===== src/rtl/cmd_cfg_pkg.sv =====
// Shared types and constants for the host command/configuration unit.
package cmd_cfg_pkg;

  typedef enum logic [1:0] {
    OpRead    = 2'b00,
    OpWrite   = 2'b01,
    OpDump    = 2'b10,
    OpInvalid = 2'b11
  } opcode_e;

  typedef logic [2:0] state_t;

  localparam state_t StIdle     = 3'd0;
  localparam state_t StResp     = 3'd1;
  localparam state_t StWaitSent = 3'd2;
  localparam state_t StDumpAddr = 3'd3;
  localparam state_t StDumpLat  = 3'd4;
  localparam state_t StDumpSend = 3'd5;
  localparam state_t StDumpWait = 3'd6;

  localparam logic [4:0] REG_TRIGCFG    = 5'h00;
  localparam logic [4:0] REG_DECIM      = 5'h01;
  localparam logic [4:0] REG_VIH        = 5'h02;
  localparam logic [4:0] REG_VIL        = 5'h03;
  localparam logic [4:0] REG_MATCHH     = 5'h04;
  localparam logic [4:0] REG_MATCHL     = 5'h05;
  localparam logic [4:0] REG_MASKH      = 5'h06;
  localparam logic [4:0] REG_MASKL      = 5'h07;
  localparam logic [4:0] REG_BAUDH      = 5'h08;
  localparam logic [4:0] REG_BAUDL      = 5'h09;
  localparam logic [4:0] REG_TRIGPOSH   = 5'h0A;
  localparam logic [4:0] REG_TRIGPOSL   = 5'h0B;
  localparam logic [4:0] REG_CHCFG_BASE = 5'h10;

  localparam logic [7:0] RESP_ACK = 8'hA5;
  localparam logic [7:0] RESP_NAK = 8'hEE;

  localparam logic [5:0]  RST_TRIGCFG   = 6'h03;
  localparam logic [4:0]  RST_CHCFG     = 5'h01;
  localparam logic [7:0]  RST_VIH       = 8'hAA;
  localparam logic [7:0]  RST_VIL       = 8'h55;
  localparam logic [15:0] RST_BAUD      = 16'h06C8;
  localparam logic [7:0]  RST_TRIGPOS_L = 8'h01;

  function automatic logic is_mapped(input logic [4:0] addr, input int unsigned num_ch);
    return (addr <= REG_TRIGPOSL) ||
           ((addr >= REG_CHCFG_BASE) && ((32'(addr) - 32'(REG_CHCFG_BASE)) < num_ch));
  endfunction

endpackage


===== src/rtl/cmd_cfg_gen_if.sv =====
// Host-side command/response handshake between the UART blocks and the command unit.
interface cmd_cfg_gen_if;
  logic [15:0] cmd;
  logic        cmd_rdy;
  logic        clr_cmd_rdy;
  logic [7:0]  resp;
  logic        send_resp;
  logic        resp_sent;

  modport master (output cmd, output cmd_rdy, output resp_sent,
                  input clr_cmd_rdy, input resp, input send_resp);
  modport slave  (input cmd, input cmd_rdy, input resp_sent,
                  output clr_cmd_rdy, output resp, output send_resp);
endinterface


===== src/rtl/cfg_regfile.sv =====
// Configuration registers: write decode, read mux and capture_done set/clear priority.
module cfg_regfile
  import cmd_cfg_pkg::*;
#(
  parameter int unsigned NUM_CH = 5,
  parameter int unsigned LOG2   = 9
) (
  input  logic                  clk,
  input  logic                  rst,
  input  logic                  we,
  input  logic [4:0]            addr,
  input  logic [7:0]            wdata,
  input  logic                  set_capture_done,
  input  logic                  clr_capture_done,
  output logic [7:0]            rd_data,
  output logic                  mapped,
  output logic [LOG2-1:0]       trig_pos,
  output logic [3:0]            decimator,
  output logic [7:0]            maskL,
  output logic [7:0]            maskH,
  output logic [7:0]            matchL,
  output logic [7:0]            matchH,
  output logic [7:0]            baud_cntL,
  output logic [7:0]            baud_cntH,
  output logic [5:0]            TrigCfg,
  output logic [NUM_CH*5-1:0]   ChTrigCfg
);

  logic [5:0]      trig_cfg_q;
  logic            done_d;
  logic [3:0]      decim_q;
  logic [7:0]      vih_q, vil_q, match_h_q, match_l_q, mask_h_q, mask_l_q;
  logic [7:0]      baud_h_q, baud_l_q, tpos_l_q;
  logic [LOG2-9:0] tpos_h_q;
  logic [4:0]      ch_cfg_q [NUM_CH];

  assign mapped = is_mapped(addr, NUM_CH);

  // set_capture_done beats both a register write and the dump-completion clear
  always_comb begin
    done_d = trig_cfg_q[4];
    if (clr_capture_done) done_d = 1'b0;
    if (we && (addr == REG_TRIGCFG)) done_d = wdata[4];
    if (set_capture_done) done_d = 1'b1;
  end

  always_ff @(posedge clk) begin
    if (rst) begin
      trig_cfg_q <= RST_TRIGCFG;
      decim_q    <= '0;
      vih_q      <= RST_VIH;
      vil_q      <= RST_VIL;
      match_h_q  <= '0;
      match_l_q  <= '0;
      mask_h_q   <= '0;
      mask_l_q   <= '0;
      baud_h_q   <= RST_BAUD[15:8];
      baud_l_q   <= RST_BAUD[7:0];
      tpos_h_q   <= '0;
      tpos_l_q   <= RST_TRIGPOS_L;
      for (int i = 0; i < NUM_CH; i++) ch_cfg_q[i] <= RST_CHCFG;
    end else begin
      trig_cfg_q[4] <= done_d;
      if (we) begin
        case (addr)
          REG_TRIGCFG:  {trig_cfg_q[5], trig_cfg_q[3:0]} <= {wdata[5], wdata[3:0]};
          REG_DECIM:    decim_q   <= wdata[3:0];
          REG_VIH:      vih_q     <= wdata;
          REG_VIL:      vil_q     <= wdata;
          REG_MATCHH:   match_h_q <= wdata;
          REG_MATCHL:   match_l_q <= wdata;
          REG_MASKH:    mask_h_q  <= wdata;
          REG_MASKL:    mask_l_q  <= wdata;
          REG_BAUDH:    baud_h_q  <= wdata;
          REG_BAUDL:    baud_l_q  <= wdata;
          REG_TRIGPOSH: tpos_h_q  <= wdata[LOG2-9:0];
          REG_TRIGPOSL: tpos_l_q  <= wdata;
          default: begin
            for (int i = 0; i < NUM_CH; i++) begin
              if (addr == REG_CHCFG_BASE + 5'(i)) ch_cfg_q[i] <= wdata[4:0];
            end
          end
        endcase
      end
    end
  end

  always_comb begin
    rd_data = '0;
    case (addr)
      REG_TRIGCFG:  rd_data = {2'b00, trig_cfg_q};
      REG_DECIM:    rd_data = {4'h0, decim_q};
      REG_VIH:      rd_data = vih_q;
      REG_VIL:      rd_data = vil_q;
      REG_MATCHH:   rd_data = match_h_q;
      REG_MATCHL:   rd_data = match_l_q;
      REG_MASKH:    rd_data = mask_h_q;
      REG_MASKL:    rd_data = mask_l_q;
      REG_BAUDH:    rd_data = baud_h_q;
      REG_BAUDL:    rd_data = baud_l_q;
      REG_TRIGPOSH: rd_data = 8'(tpos_h_q);
      REG_TRIGPOSL: rd_data = tpos_l_q;
      default: begin
        for (int i = 0; i < NUM_CH; i++) begin
          if (addr == REG_CHCFG_BASE + 5'(i)) rd_data = {3'b000, ch_cfg_q[i]};
        end
      end
    endcase
  end

  assign trig_pos  = {tpos_h_q, tpos_l_q};
  assign decimator = decim_q;
  assign maskL     = mask_l_q;
  assign maskH     = mask_h_q;
  assign matchL    = match_l_q;
  assign matchH    = match_h_q;
  assign baud_cntL = baud_l_q;
  assign baud_cntH = baud_h_q;
  assign TrigCfg   = trig_cfg_q;

  for (genvar g = 0; g < NUM_CH; g++) begin : gen_ch_out
    assign ChTrigCfg[g*5 +: 5] = ch_cfg_q[g];
  end

endmodule


===== src/rtl/cmd_cfg_gen.sv =====
// Host command decoder: register read/write responses and channel-RAM dump sequencing.
module cmd_cfg_gen
  import cmd_cfg_pkg::*;
#(
  parameter int unsigned NUM_CH  = 5,
  parameter int unsigned ENTRIES = 384,
  parameter int unsigned LOG2    = 9
) (
  input  logic                clk,
  input  logic                rst,
  cmd_cfg_gen_if.slave        host,
  input  logic                set_capture_done,
  input  logic [LOG2-1:0]     start_addr,
  input  logic [NUM_CH*8-1:0] rdata,
  output logic [LOG2-1:0]     raddr,
  output logic [LOG2-1:0]     trig_pos,
  output logic [3:0]          decimator,
  output logic [7:0]          maskL,
  output logic [7:0]          maskH,
  output logic [7:0]          matchL,
  output logic [7:0]          matchH,
  output logic [7:0]          baud_cntL,
  output logic [7:0]          baud_cntH,
  output logic [5:0]          TrigCfg,
  output logic [NUM_CH*5-1:0] ChTrigCfg
);

  localparam logic [LOG2-1:0] LastIdx = LOG2'(ENTRIES - 1);

  state_t          state_q, state_d;
  logic [7:0]      resp_q, resp_d;
  logic            send_q, send_d, clr_q, clr_d;
  logic [LOG2-1:0] raddr_q, raddr_d, cnt_q, cnt_d;
  logic [3:0]      ch_q, ch_d;
  logic            reg_we, clr_done, mapped;
  logic [7:0]      reg_rdata;
  opcode_e         op;
  logic [4:0]      cmd_ch;
  logic            dump_ok;
  logic            unused_cmd;

  assign op         = opcode_e'(host.cmd[15:14]);
  assign cmd_ch     = host.cmd[12:8];
  assign dump_ok    = (cmd_ch != 5'd0) && (32'(cmd_ch) <= NUM_CH);
  assign unused_cmd = host.cmd[13];

  cfg_regfile #(
    .NUM_CH (NUM_CH),
    .LOG2   (LOG2)
  ) u_regfile (
    .clk              (clk),
    .rst              (rst),
    .we               (reg_we),
    .addr             (host.cmd[12:8]),
    .wdata            (host.cmd[7:0]),
    .set_capture_done (set_capture_done),
    .clr_capture_done (clr_done),
    .rd_data          (reg_rdata),
    .mapped           (mapped),
    .trig_pos         (trig_pos),
    .decimator        (decimator),
    .maskL            (maskL),
    .maskH            (maskH),
    .matchL           (matchL),
    .matchH           (matchH),
    .baud_cntL        (baud_cntL),
    .baud_cntH        (baud_cntH),
    .TrigCfg          (TrigCfg),
    .ChTrigCfg        (ChTrigCfg)
  );

  always_comb begin
    state_d  = state_q;
    resp_d   = resp_q;
    send_d   = 1'b0;
    clr_d    = 1'b0;
    raddr_d  = raddr_q;
    cnt_d    = cnt_q;
    ch_d     = ch_q;
    reg_we   = 1'b0;
    clr_done = 1'b0;
    case (state_q)
      StIdle: begin
        // cmd_rdy is still high in the cycle our registered clr_cmd_rdy is visible
        if (host.cmd_rdy && !clr_q) begin
          state_d = StResp;
          send_d  = 1'b1;
          clr_d   = 1'b1;
          resp_d  = RESP_NAK;
          unique case (op)
            OpRead:  if (mapped) resp_d = reg_rdata;
            OpWrite: begin
              if (mapped) begin
                reg_we = 1'b1;
                resp_d = RESP_ACK;
              end
            end
            OpDump: begin
              if (dump_ok) begin
                state_d = StDumpAddr;
                send_d  = 1'b0;
                clr_d   = 1'b0;
                resp_d  = resp_q;
                raddr_d = start_addr;
                cnt_d   = '0;
                ch_d    = 4'(cmd_ch - 5'd1);
              end
            end
            default: ;
          endcase
        end
      end
      StResp:     state_d = StWaitSent;
      StWaitSent: if (host.resp_sent) state_d = StIdle;
      StDumpAddr: state_d = StDumpLat;
      StDumpLat:  state_d = StDumpSend;
      StDumpSend: begin
        resp_d  = rdata[{ch_q, 3'b000} +: 8];
        send_d  = 1'b1;
        state_d = StDumpWait;
      end
      StDumpWait: begin
        if (host.resp_sent) begin
          if (cnt_q == LastIdx) begin
            clr_d    = 1'b1;
            clr_done = 1'b1;
            state_d  = StIdle;
          end else begin
            cnt_d   = cnt_q + 1'b1;
            raddr_d = (raddr_q == LastIdx) ? '0 : raddr_q + 1'b1;
            state_d = StDumpAddr;
          end
        end
      end
      default: state_d = StIdle;
    endcase
  end

  always_ff @(posedge clk) begin
    if (rst) begin
      state_q <= StIdle;
      resp_q  <= '0;
      send_q  <= 1'b0;
      clr_q   <= 1'b0;
      raddr_q <= '0;
      cnt_q   <= '0;
      ch_q    <= '0;
    end else begin
      state_q <= state_d;
      resp_q  <= resp_d;
      send_q  <= send_d;
      clr_q   <= clr_d;
      raddr_q <= raddr_d;
      cnt_q   <= cnt_d;
      ch_q    <= ch_d;
    end
  end

  assign host.resp        = resp_q;
  assign host.send_resp   = send_q;
  assign host.clr_cmd_rdy = clr_q;
  assign raddr            = raddr_q;

endmodule


===== src/flat_wrapper.sv =====
// flat-port wrapper written by rule: the top's interface ports become plain ports
module cmd_cfg_gen_flat import cmd_cfg_pkg::*;
#(
  parameter int unsigned NUM_CH  = 5,
  parameter int unsigned ENTRIES = 384,
  parameter int unsigned LOG2    = 9
)
  (clk, rst, set_capture_done, start_addr, rdata, raddr, trig_pos, decimator, maskL, maskH, matchL, matchH, baud_cntL, baud_cntH, TrigCfg, ChTrigCfg, host_cmd, host_cmd_rdy, host_resp_sent, host_clr_cmd_rdy, host_resp, host_send_resp);
  cmd_cfg_gen_if host_i ();
  input  logic clk;
  input  logic rst;
  input  logic set_capture_done;
  input  logic [LOG2-1:0] start_addr;
  input  logic [NUM_CH*8-1:0] rdata;
  output logic [LOG2-1:0] raddr;
  output logic [LOG2-1:0] trig_pos;
  output logic [3:0] decimator;
  output logic [7:0] maskL;
  output logic [7:0] maskH;
  output logic [7:0] matchL;
  output logic [7:0] matchH;
  output logic [7:0] baud_cntL;
  output logic [7:0] baud_cntH;
  output logic [5:0] TrigCfg;
  output logic [NUM_CH*5-1:0] ChTrigCfg;
  input wire logic [$bits(host_i.cmd)-1:0] host_cmd;
  input wire logic [$bits(host_i.cmd_rdy)-1:0] host_cmd_rdy;
  input wire logic [$bits(host_i.resp_sent)-1:0] host_resp_sent;
  output wire logic [$bits(host_i.clr_cmd_rdy)-1:0] host_clr_cmd_rdy;
  output wire logic [$bits(host_i.resp)-1:0] host_resp;
  output wire logic [$bits(host_i.send_resp)-1:0] host_send_resp;
  assign host_i.cmd = host_cmd;
  assign host_i.cmd_rdy = host_cmd_rdy;
  assign host_i.resp_sent = host_resp_sent;
  assign host_clr_cmd_rdy = host_i.clr_cmd_rdy;
  assign host_resp = host_i.resp;
  assign host_send_resp = host_i.send_resp;
  cmd_cfg_gen #(.NUM_CH(NUM_CH), .ENTRIES(ENTRIES), .LOG2(LOG2)) u_core (.clk(clk), .rst(rst), .host(host_i), .set_capture_done(set_capture_done), .start_addr(start_addr), .rdata(rdata), .raddr(raddr), .trig_pos(trig_pos), .decimator(decimator), .maskL(maskL), .maskH(maskH), .matchL(matchL), .matchH(matchH), .baud_cntL(baud_cntL), .baud_cntH(baud_cntH), .TrigCfg(TrigCfg), .ChTrigCfg(ChTrigCfg));
endmodule

===== config.mk =====
export PLATFORM = sky130hd
export DESIGN_NAME = cmd_cfg_gen_flat
export DESIGN_NICKNAME = d
export VERILOG_FILES = /design/src/rtl/cmd_cfg_pkg.sv /design/src/rtl/cmd_cfg_gen_if.sv /design/src/rtl/cfg_regfile.sv /design/src/rtl/cmd_cfg_gen.sv /design/src/flat_wrapper.sv
export SDC_FILE = /design/constraint.sdc
export NUM_CORES = 1
export LEC_CHECK = 0
export BUFFER_PORTS_ARGS = -buffer_cell sky130_fd_sc_hd__buf_2
export CELL_PAD_IN_SITES_DETAIL_PLACEMENT = 0
export CELL_PAD_IN_SITES_GLOBAL_PLACEMENT = 2
export CORE_MARGIN = 2
export CORE_UTILIZATION = 29
export CTS_CLUSTER_SIZE = 10
export DETAILED_ROUTE_END_ITERATION = 6
export PLACE_DENSITY_LB_ADDON = 0.1
export SLEW_MARGIN = 20
export SYNTH_ARGS = -nofsm -noshare
export SYNTH_HDL_FRONTEND = slang
export SYNTH_HIERARCHICAL = 1
export SYNTH_SLANG_ARGS = --single-unit

===== constraint.sdc =====
create_clock -name clk -period 2.2 [get_ports clk]
set_input_delay 0 -clock clk [delete_from_list [all_inputs] [get_ports clk]]
set_output_delay 0 -clock clk [all_outputs]
set_load 0.005 [all_outputs]

==> run_results.csv, run 1 <==
group,metric,value,unit
yosys,yosysWarnings,6,
layout,regMostFlops,"u_core/u_regfile/ch_cfg_q",
yosys,syn-mean-instance-area,9.12,µm²
cts,cts_sinks,143,
layout,design_area,10100,µm²
global_routing,antenna_found_initial,1,
layout,final_core_util,40.3,%
timing,hold_violations,0,
timing,slew-limit-headroom,49.2,%
floorplan,die_h,164,µm
layout,n_antenna_cell,0,
setup_path,cp_cell_sequence,"nor3_2 -> nor2b_4 -> and3_4 -> nor4b_4 -> and3_2 -> buf_12 -> nor2b_1 -> a211o_1",
setup_path,worst_path_largest_cell_delay,0.32,ns
yosys,ys.flop_type,"dfxtp_1",
floorplan,die_w,164,µm
timing,fmax,0.481,GHz
floorplan,core_area,25100,µm²
detailed_routing,ant_nets,0,
yosys,synth_seq_cells,143,
setup_path,cp_max_fo,11,
cts,ctsHtreeMaxLevel,4,
setup_path,critPathKind,"register to register",
timing,drv_slew,0,
layout,largest_reg_flops,25,
power,internal_power,4.94,mW
layout,areaGrowthSynthToFinish,36.9,%
place,dp_hpwl,21500,µm
flow_run,drv_cap,0,
cts,post_cts_buffers,0,
detailed_routing,drc_errors,0,
power,power_frac_seq,41.6,%
global_routing,grt_pass1_vias,7141,
setup_path,startpoint_type,"register",
global_routing,grtUsageMet2,34.8,%
cts,cts_buffer_depth,2,
global_routing,grt_start_max_net_pins,73,
detailed_routing,first_pass_iters,5,
floorplan,rows,58,
yosys,synth_area_leader_cell,"dfxtp_1",
timing,setup_ws,0.121,ns
floorplan,die_area,26800,µm²
power,p_leak,4.15,nW
timing,fin_skew,0.0139,ns
detailed_routing,vias_per_cell,5.15,
detailed_routing,vias,7268,
timing,worstMarginPinSlew,0.756,ns
cts,clock_latency,0.43,ns
power,ir_worst_vdd,0.000467,V
global_routing,grt.met1_usage,29.8,%
layout,fin_nets,1143,
global_routing,grt_use_met3,3.12,%
floorplan,start_util,29.4,%
place,io_buffers,179,
timing,fin_crit_sh,94.5,%
yosys,synthTopCellsByArea,"dfxtp_1, edfxtp_1, mux2i_1, a21oi_1, nand3_1",
cts,clock-root-buffer,"clkbuf_16",
yosys,synth_edf_count,25,
yosys,synthTopCellsByCount,"dfxtp_1, nand2_1, a21oi_1",
setup_path,crit_path_top_delay_cell,"dfxtp_1",
global_routing,grt_pass1_wl,43300,µm
timing,finalCriticalPeriod,2.08,ns
cts,clk_pin_slew_worst_paths,0.06,ns
floorplan,ioPinCount,181,
detailed_routing,drt-initial-drc-count,537,
detailed_routing,drt-total-wl,28800,µm
worst_hold_path,hp-class,"input pin to register",
global_routing,busiest_layer,"met2",
place,gp_congestion,0.831,
yosys,syn-num-nets,886,
timing,setup_viol,0,
power,power_density,653,nW/µm²
cts,cts_tree,"done",
layout,nFillCells,2683,
power,netSwitchingPower,1.68,mW
yosys,yosys.area.top_type_share,32.0,%
place,placed_cell_area,9320,µm²
setup_path,crit_path_end_kind,"register",
yosys,seq_area_frac_synth,42.1,%
power,switching_share,25.3,%
power,clkPwrFrac,46.8,%
layout,drive_gt1_share,33.4,%
timing,setup_tns,0,ns
yosys,synth_area,7390,µm²
setup_path,cp_data_arrival_time,2.39,ns
global_routing,track_usage,21.5,%
cts,cts_inserted_buffers,17,
place,place_ws,-0.0538,ns
yosys,synth_cell_type_count,80,
detailed_routing,routedWlPerCell,20.4,µm
global_routing,overflow,0,
status,status,"complete, no violations",
yosys,synth_cells,811,
power,pwr-share-comb,11.6,%
yosys,synthArstFlopShare,0,%
setup_path,required,2.51,ns
timing,rsz0062_at_grt,"no",
yosys,synth.most_common_cell,"dfxtp_1",
-- power by group through the flow --
stage / Combinational (mW) / Sequential, mW / Clock, mW
2_1_floorplan: 0.394 / 2.81 / 0
3_3_place_gp: 0.750 / 2.81 / 0
3_5_place_dp: 0.748 / 2.81 / 0
4_1_cts: 0.774 / 2.75 / 3.15
5_1_grt: 0.844 / 2.76 / 3.26
6_report: 0.770 / 2.75 / 3.09
-- cell usage in the layout (no fill, tap or decap), types with 5 or more instances in the layout --
cell             n
and3_1          14
a211oi_1         7
or4_1            8
a22oi_1         22
dlygate4sd3_1   16
nor2b_1         13
buf_4           96
o21ai_0         10
nand3b_1         8
a31oi_1          5
a221oi_1         5
buf_12           9
a21oi_1         68
nand2b_1        12
clkbuf_16       19
buf_2          178
and2_1           5
edfxtp_1        25
nor3_1          20
ha_1             5
a311oi_1         5
mux4_2           8
a211o_1         14
nand4_1          8
o31ai_1          6
o21bai_1         5
mux2i_1         44
inv_1           14
nand2_1         74
nand3_1         57
dfxtp_1        118
nor2_1          67
a22o_1           7
-- cells by family (layout without fill, tap and decap cells) --
group	after synthesis	count (layout)	synth area share (%)
XOR/XNOR	7	7	0.829
AND/OR/NAND/NOR	333	333	24.6
multiplexers	54	54	8.70
flip-flops	143	143	42.1
buffers and inverters	76	346	4.94
AO/OA/AOI/OAI	193	193	18.0
adder cells (fa/ha/maj)	5	5	0.846
-- final timing paths --
path	startpoint	end	slack [ns]	cells after the start
setup / recovery	u_core/state_q[2]	u_core/u_regfile/baud_cntL[3]	0.12	8
hold / removal	host_cmd[3]	u_core/u_regfile/vil_q[3]	0.02	3
setup reg to reg	u_core/state_q[2]	u_core/u_regfile/baud_cntL[3]	0.12	8
hold reg to reg	u_core/u_regfile/vih_q[0]	u_core/u_regfile/vih_q[0]	0.45	2
-- through the flow --
step                      hold slack [ns]  power, mW  cells
final                              0.0186       6.61   1411
after detailed placement            0.289       3.56   1363
after global placement              0.275       3.56   1363
after global routing              0.00999       6.86   1411
after CTS                        0.000418       6.68   1411
after floorplan                    0.0958       3.20    811
-- repair_timing --
item	4_1_cts	5_1_grt
hold endpoints to repair	36	0
endpoints found under the setup margin	0	8
resized for setup	0	4
hold buffers	16	0
-- per-layer routing --
metal / vias up / wire length [µm]
met1: 3520 / 13700
met5: - / 0
li1: 3517 / -
met4: 0 / 406
met2: 212 / 13200
met3: 19 / 1430
-- area by class of cell --
cell class                 count  area [µm²]  area share (%)
tap                          330         413            4.08
clock buffer                  23         510            5.05
multi-input combinational    592        3960            39.1
clock inverter                 9         119            1.17
sequential                   143        3110            30.8
inverter                      15        56.3           0.556
timing repair buffer         299        1950            19.3
-- critical path, delay by kind of cell (launching register included) --
| kind | cells | cell delay (ns) |
|---|---|---|
| AOI/OAI and AO/OA | 1 | 0.25 |
| buffers and inverters | 1 | 0.14 |
| DFF | 1 | 0.32 |
| and+or+nand+nor | 6 | 1.25 |
No activity file was read; power rests on OpenSTA's default activity.
==> run 2, diff against run 1 <==
- SETUP_SLACK_MARGIN: unset -> 0.2
==> run 2 against run 1 <==
Routed wire length increased by 1.1%. Critical path depth grew 1. Via count about the same. Core utilization increased by 0.51 points.
==> run_results.csv, run 2 (synthesis gave the netlist of run 1 again) <==
group,metric,value,unit
detailed_routing,vias_per_cell,5.14,
power,ir_worst_vdd,0.000388,V
cts,cts_buffer_depth,2,
power,p_leak,4.15,nW
layout,regMostFlops,"u_core/u_regfile/ch_cfg_q",
global_routing,overflow,0,
setup_path,cp_max_fo,3,
power,power,6.36,mW
detailed_routing,wl_met3,1430,µm
cts,ctsHtreeMaxLevel,4,
layout,design_area,10200,µm²
cts,cts_tree,"done",
global_routing,grt_pass1_wl,43700,µm
timing,drv_slew,0,
layout,mostFrequentLayoutCells,"buf_2, dfxtp_1, buf_4, nand2_1, a21oi_1",
detailed_routing,wl_met1,13400,µm
global_routing,track_usage,21.8,%
timing,fin_skew,0.0111,ns
timing,setup_viol,0,
place,placed_cells,1359,
floorplan,start_util,29.4,%
detailed_routing,ant_nets,0,
place,place_ws,-0.156,ns
detailed_routing,first_pass_iters,5,
timing,hold_violations,0,
cts,clock_latency,0.43,ns
timing,setup_ws,0.170,ns
place,io_buffers,179,
layout,fin_nets,1144,
floorplan,rows,58,
timing,rsz0062_at_grt,"yes",
layout,n_antenna_cell,0,
floorplan,die_h,164,µm
power,power_density,621,nW/µm²
setup_path,critPathKind,"register to register",
floorplan,die_w,164,µm
global_routing,grt_pass1_vias,7220,
detailed_routing,drc_errors,0,
detailed_routing,wl_met2,13800,µm
layout,ff_latch_area,3120,µm²
detailed_routing,drt-initial-drc-count,376,
timing,slew-limit-headroom,47.4,%
floorplan,ioPinCount,181,
floorplan,die_area,26800,µm²
setup_path,crit_path_end_kind,"register",
cts,cts_inserted_buffers,17,
layout,areaGrowthSynthToFinish,38.6,%
layout,nFillCells,2601,
timing,fin_crit_sh,92.3,%
floorplan,core_area,25100,µm²
place,dp_hpwl,21600,µm
detailed_routing,highest_layer,"met4",
setup_path,startpoint_type,"register",
flow_run,drv_cap,0,
detailed_routing,routedWlPerCell,20.6,µm
timing,finalCriticalPeriod,2.03,ns
cts,clk_pin_slew_worst_paths,0.07,ns
layout,mostFrequentLayoutCell,"buf_2",
setup_path,cp_data_arrival_time,2.34,ns
timing,worstMarginPinSlew,0.784,ns
global_routing,grt_start_max_net_pins,46,
timing,fmax,0.493,GHz
timing,holdWs,0.00676,ns
cts,cts_sinks,143,
place,placed_cell_area,9350,µm²
status,status,"complete, no violations",
cts,clock-root-buffer,"clkbuf_16",
layout,layout.cells.non_filler,1412,
detailed_routing,drt-total-wl,29100,µm
worst_hold_path,hp-class,"input pin to register",
global_routing,antenna_found_initial,0,
setup_path,required,2.51,ns
layout,drive_gt1_share,35.0,%
place,gp_congestion,0.860,
layout,multiInputGateArea,4070,µm²
detailed_routing,vias,7263,
layout,largest_reg_flops,25,
-- run 2: worst paths after layout --
check / start / depth (start not counted) / slack, ns / end
hold / removal: host_cmd[0] / 3 / 0.007 / u_core/u_regfile/matchL[0]
setup / recovery: u_core/u_regfile/matchH[2] / 9 / 0.17 / u_core/host.resp[2]
setup reg to reg: u_core/u_regfile/matchH[2] / 9 / 0.17 / u_core/host.resp[2]
hold reg to reg: u_core/u_regfile/vil_q[3] / 2 / 0.46 / u_core/u_regfile/vil_q[3]
-- run 2: through the flow --
step	util (%)	setup TNS, ns
6_report	40.8	0
5_1_grt	40.8	0
4_1_cts	40.3	0
3_5_place_dp	37.3	-0.162
3_3_place_gp	37.3	-0.148
2_1_floorplan	-	0
-- run 2: final cells by class --
class	count	area share, %
multi-input combinational	592	39.7
sequential	143	30.4
timing repair buffer	300	19.8
clock buffer	18	4.19
tap	330	4.03
clock inverter	14	1.29
inverter	15	0.550
-- run 2: layer usage --
layer	vias up	GRT usage, %
li1	3529	-
met1	3499	29.6
met2	209	35.7
met3	26	3.53
met4	0	6.58
met5	-	0
-- run 2: power breakdown --
group / switching (mW) / total [mW] / internal, mW
clock: 1.31 / 2.79 / 1.48
sequential: 0.0387 / 2.75 / 2.71
combinational: 0.445 / 0.814 / 0.369
total: 1.79 / 6.36 / 4.57
-- run 2: timing repair --
| item | 4_1_cts | 5_1_grt |
|---|---|---|
| hold endpoints to repair | 50 | 0 |
| pin swaps | 1 | 10 |
| setup buffers | 2 | 2 |
| endpoints found under the setup margin | 53 | 103 |
| hold buffers | 17 | 0 |
| resized for setup | 6 | 26 |
-- run 2: worst max-delay path, stage by stage (launching register included) --
cell and delay [ns]:
dfxtp_2 0.36, mux2i_1 0.14, o21ai_0 0.09, nand2_1 0.08, nand4_1 0.16, or4_4 0.55, nor3_2 0.22, o22ai_1 0.11
mux2i_1 0.13, nor2_1 0.05
==> run 3, diff against run 2 <==
- CTS_BUF_LIST: unset -> sky130_fd_sc_hd__clkbuf_16
- TNS_END_PERCENT: unset -> 30
==> run 3 against run 2 <==
Non-clock buffer count stayed put. Clock power is 1% higher. Sequential power hardly changed. Setup slack better by 0.024 ns. Register-to-register slack better by 0.02 ns. Final cell count stayed put. Power is 0.71% higher. Combinational power is 0.6% higher. Clock skew is 0.0074 ns higher. First-iteration DRC count is 43% higher. Critical endpoint is now u_core/host.resp[0]. Largest cell class unchanged.
==> run_results.csv, run 3 (synthesis gave the netlist of run 1 again) <==
group,metric,value,unit
setup_path,crit_path_end_kind,"register",
floorplan,rows,58,
timing,worstMarginPinSlew,0.852,ns
layout,mostFrequentLayoutCells,"buf_2, dfxtp_1, buf_4, nand2_1",
worst_hold_path,hp-class,"input pin to register",
global_routing,grt_start_max_net_pins,68,
layout,n_antenna_cell,0,
timing,fin_skew,0.0185,ns
detailed_routing,first_pass_iters,5,
setup_path,crit_path_top_delay_cell,"or4_1",
layout,final_core_util,40.8,%
flow_run,drv_cap,0,
timing,setup_tns,0,ns
layout,areaGrowthSynthToFinish,38.6,%
global_routing,track_usage,22.0,%
place,io_buffers,179,
cts,cts_buffer_depth,2,
layout,mostFrequentLayoutCell,"buf_2",
detailed_routing,drt-total-wl,29600,µm
power,p_leak,4.16,nW
global_routing,grt_pass1_wl,43600,µm
place,placed_cell_area,9300,µm²
power,power,6.41,mW
timing,hold_violations,0,
layout,largest_reg_flops,25,
setup_path,cp_cell_sequence,"a22o_1 -> a22oi_2 -> nand4_1 -> or4_1 -> nor2_1 -> nor2_1 -> o21ai_1 -> a221oi_1",
timing,setup_viol,0,
floorplan,start_util,29.4,%
floorplan,die_w,164,µm
global_routing,antenna_found_initial,1,
global_routing,grt_pass1_vias,7047,
setup_path,required,2.48,ns
power,ir_worst_vdd,0.000397,V
cts,clock-root-buffer,"clkbuf_16",
global_routing,overflow,0,
cts,cts_inserted_buffers,17,
cts,clock_latency,0.44,ns
place,dp_hpwl,21800,µm
cts,clk_pin_slew_worst_paths,0.07,ns
setup_path,worst_path_largest_cell_delay,0.55,ns
detailed_routing,drc_errors,0,
timing,holdWs,0.0293,ns
timing,finalCriticalPeriod,2.01,ns
timing,fmax,0.498,GHz
timing,fin_crit_sh,91.2,%
cts,cts_sinks,143,
setup_path,critPathKind,"register to register",
layout,regMostFlops,"u_core/u_regfile/ch_cfg_q",
status,status,"complete, no violations",
layout,design_area,10200,µm²
timing,rsz0062_at_grt,"yes",
detailed_routing,ant_nets,0,
timing,slew-limit-headroom,43.1,%
place,gp_congestion,0.855,
setup_path,startpoint_type,"register",
detailed_routing,vias_per_cell,5.22,
cts,cts_tree,"done",
setup_path,cp_data_arrival_time,2.29,ns
timing,drv_slew,0,
floorplan,ioPinCount,181,
setup_path,crit_path_frequent_cell,"nor2_1",
layout,drive_gt1_share,34.8,%
detailed_routing,vias,7376,
floorplan,die_area,26800,µm²
power,power_density,625,nW/µm²
cts,ctsHtreeMaxLevel,4,
detailed_routing,routedWlPerCell,21.0,µm
layout,nFillCells,2597,
floorplan,die_h,164,µm
detailed_routing,drt-initial-drc-count,538,
layout,fin_nets,1144,
floorplan,core_area,25100,µm²
setup_path,cp_max_fo,3,
-- run 3: cell count changes in the layout (fill, tap and decap cells not counted), moves of 2 or more --
cell,delta
clkinv_4,-5
and2_2,-4
o21bai_4,-2
inv_6,+2
clkbuf_16,+2
o21bai_2,+2
and2_1,+3
-- run 3: metrics by stage --
stage,instances,worst slack [ns]
finish,1412,0.194
global route,1412,0.0754
CTS,1406,0.162
detailed placement,1354,-0.151
global placement,1354,-0.143
floorplan,811,0.0960
-- run 3: path summary, 6_finish.rpt --
path / to / depth (start not counted) / startpoint / slack, ns
worst max-delay path: u_core/host.resp[0] / 8 / u_core/u_regfile/tpos_h_q / 0.19
worst min register to register: u_core/u_regfile/vih_q[2] / 2 / u_core/u_regfile/vih_q[2] / 0.46
worst min-delay path: u_core/u_regfile/vih_q[2] / 3 / host_cmd[2] / 0.03
worst max register to register: u_core/host.resp[0] / 8 / u_core/u_regfile/tpos_h_q / 0.19
-- run 3: where the power goes --
part           leakage, nW  switching (mW)  internal, mW
clock                0.271            1.28          1.55
combinational         2.69           0.447         0.372
sequential            1.20          0.0405          2.71
-- run 3: what timing repair did --
action                                  CTS  global route
endpoints found under the hold margin    47             0
gates cloned                              0             1
setup buffers                             3             5
resized for setup                         5            22
hold buffers                             17             0
pin swaps                                 2             9
endpoints found under the setup margin   61           108
-- run 3: area by class of cell --
class / instances / area [µm²] / share of cell area, %
Clock inverter: 14 / 124 / 1.21
Sequential cell: 143 / 3120 / 30.4
Inverter: 15 / 63.8 / 0.623
Clock buffer: 18 / 450 / 4.40
Tap cell: 330 / 413 / 4.03
Multi-Input combinational cell: 592 / 4030 / 39.4
Timing Repair Buffer: 300 / 2040 / 20.0
-- run 3: worst max-delay path: cells and delay by family (launching register included) --
family | cells | cell delay (ns)
compound gates | 4 | 0.62
flops | 1 | 0.34
simple gates | 4 | 0.90
-- run 3: per-layer routing --
metal  share of wire (%)  vias up  track usage [%]
met1                  45     3593             29.3
met3                 5.5       14             3.96
met5                   0        -                0
met4                 1.0        0             4.67
met2                  49      240             37.1
li1                    -     3529                -
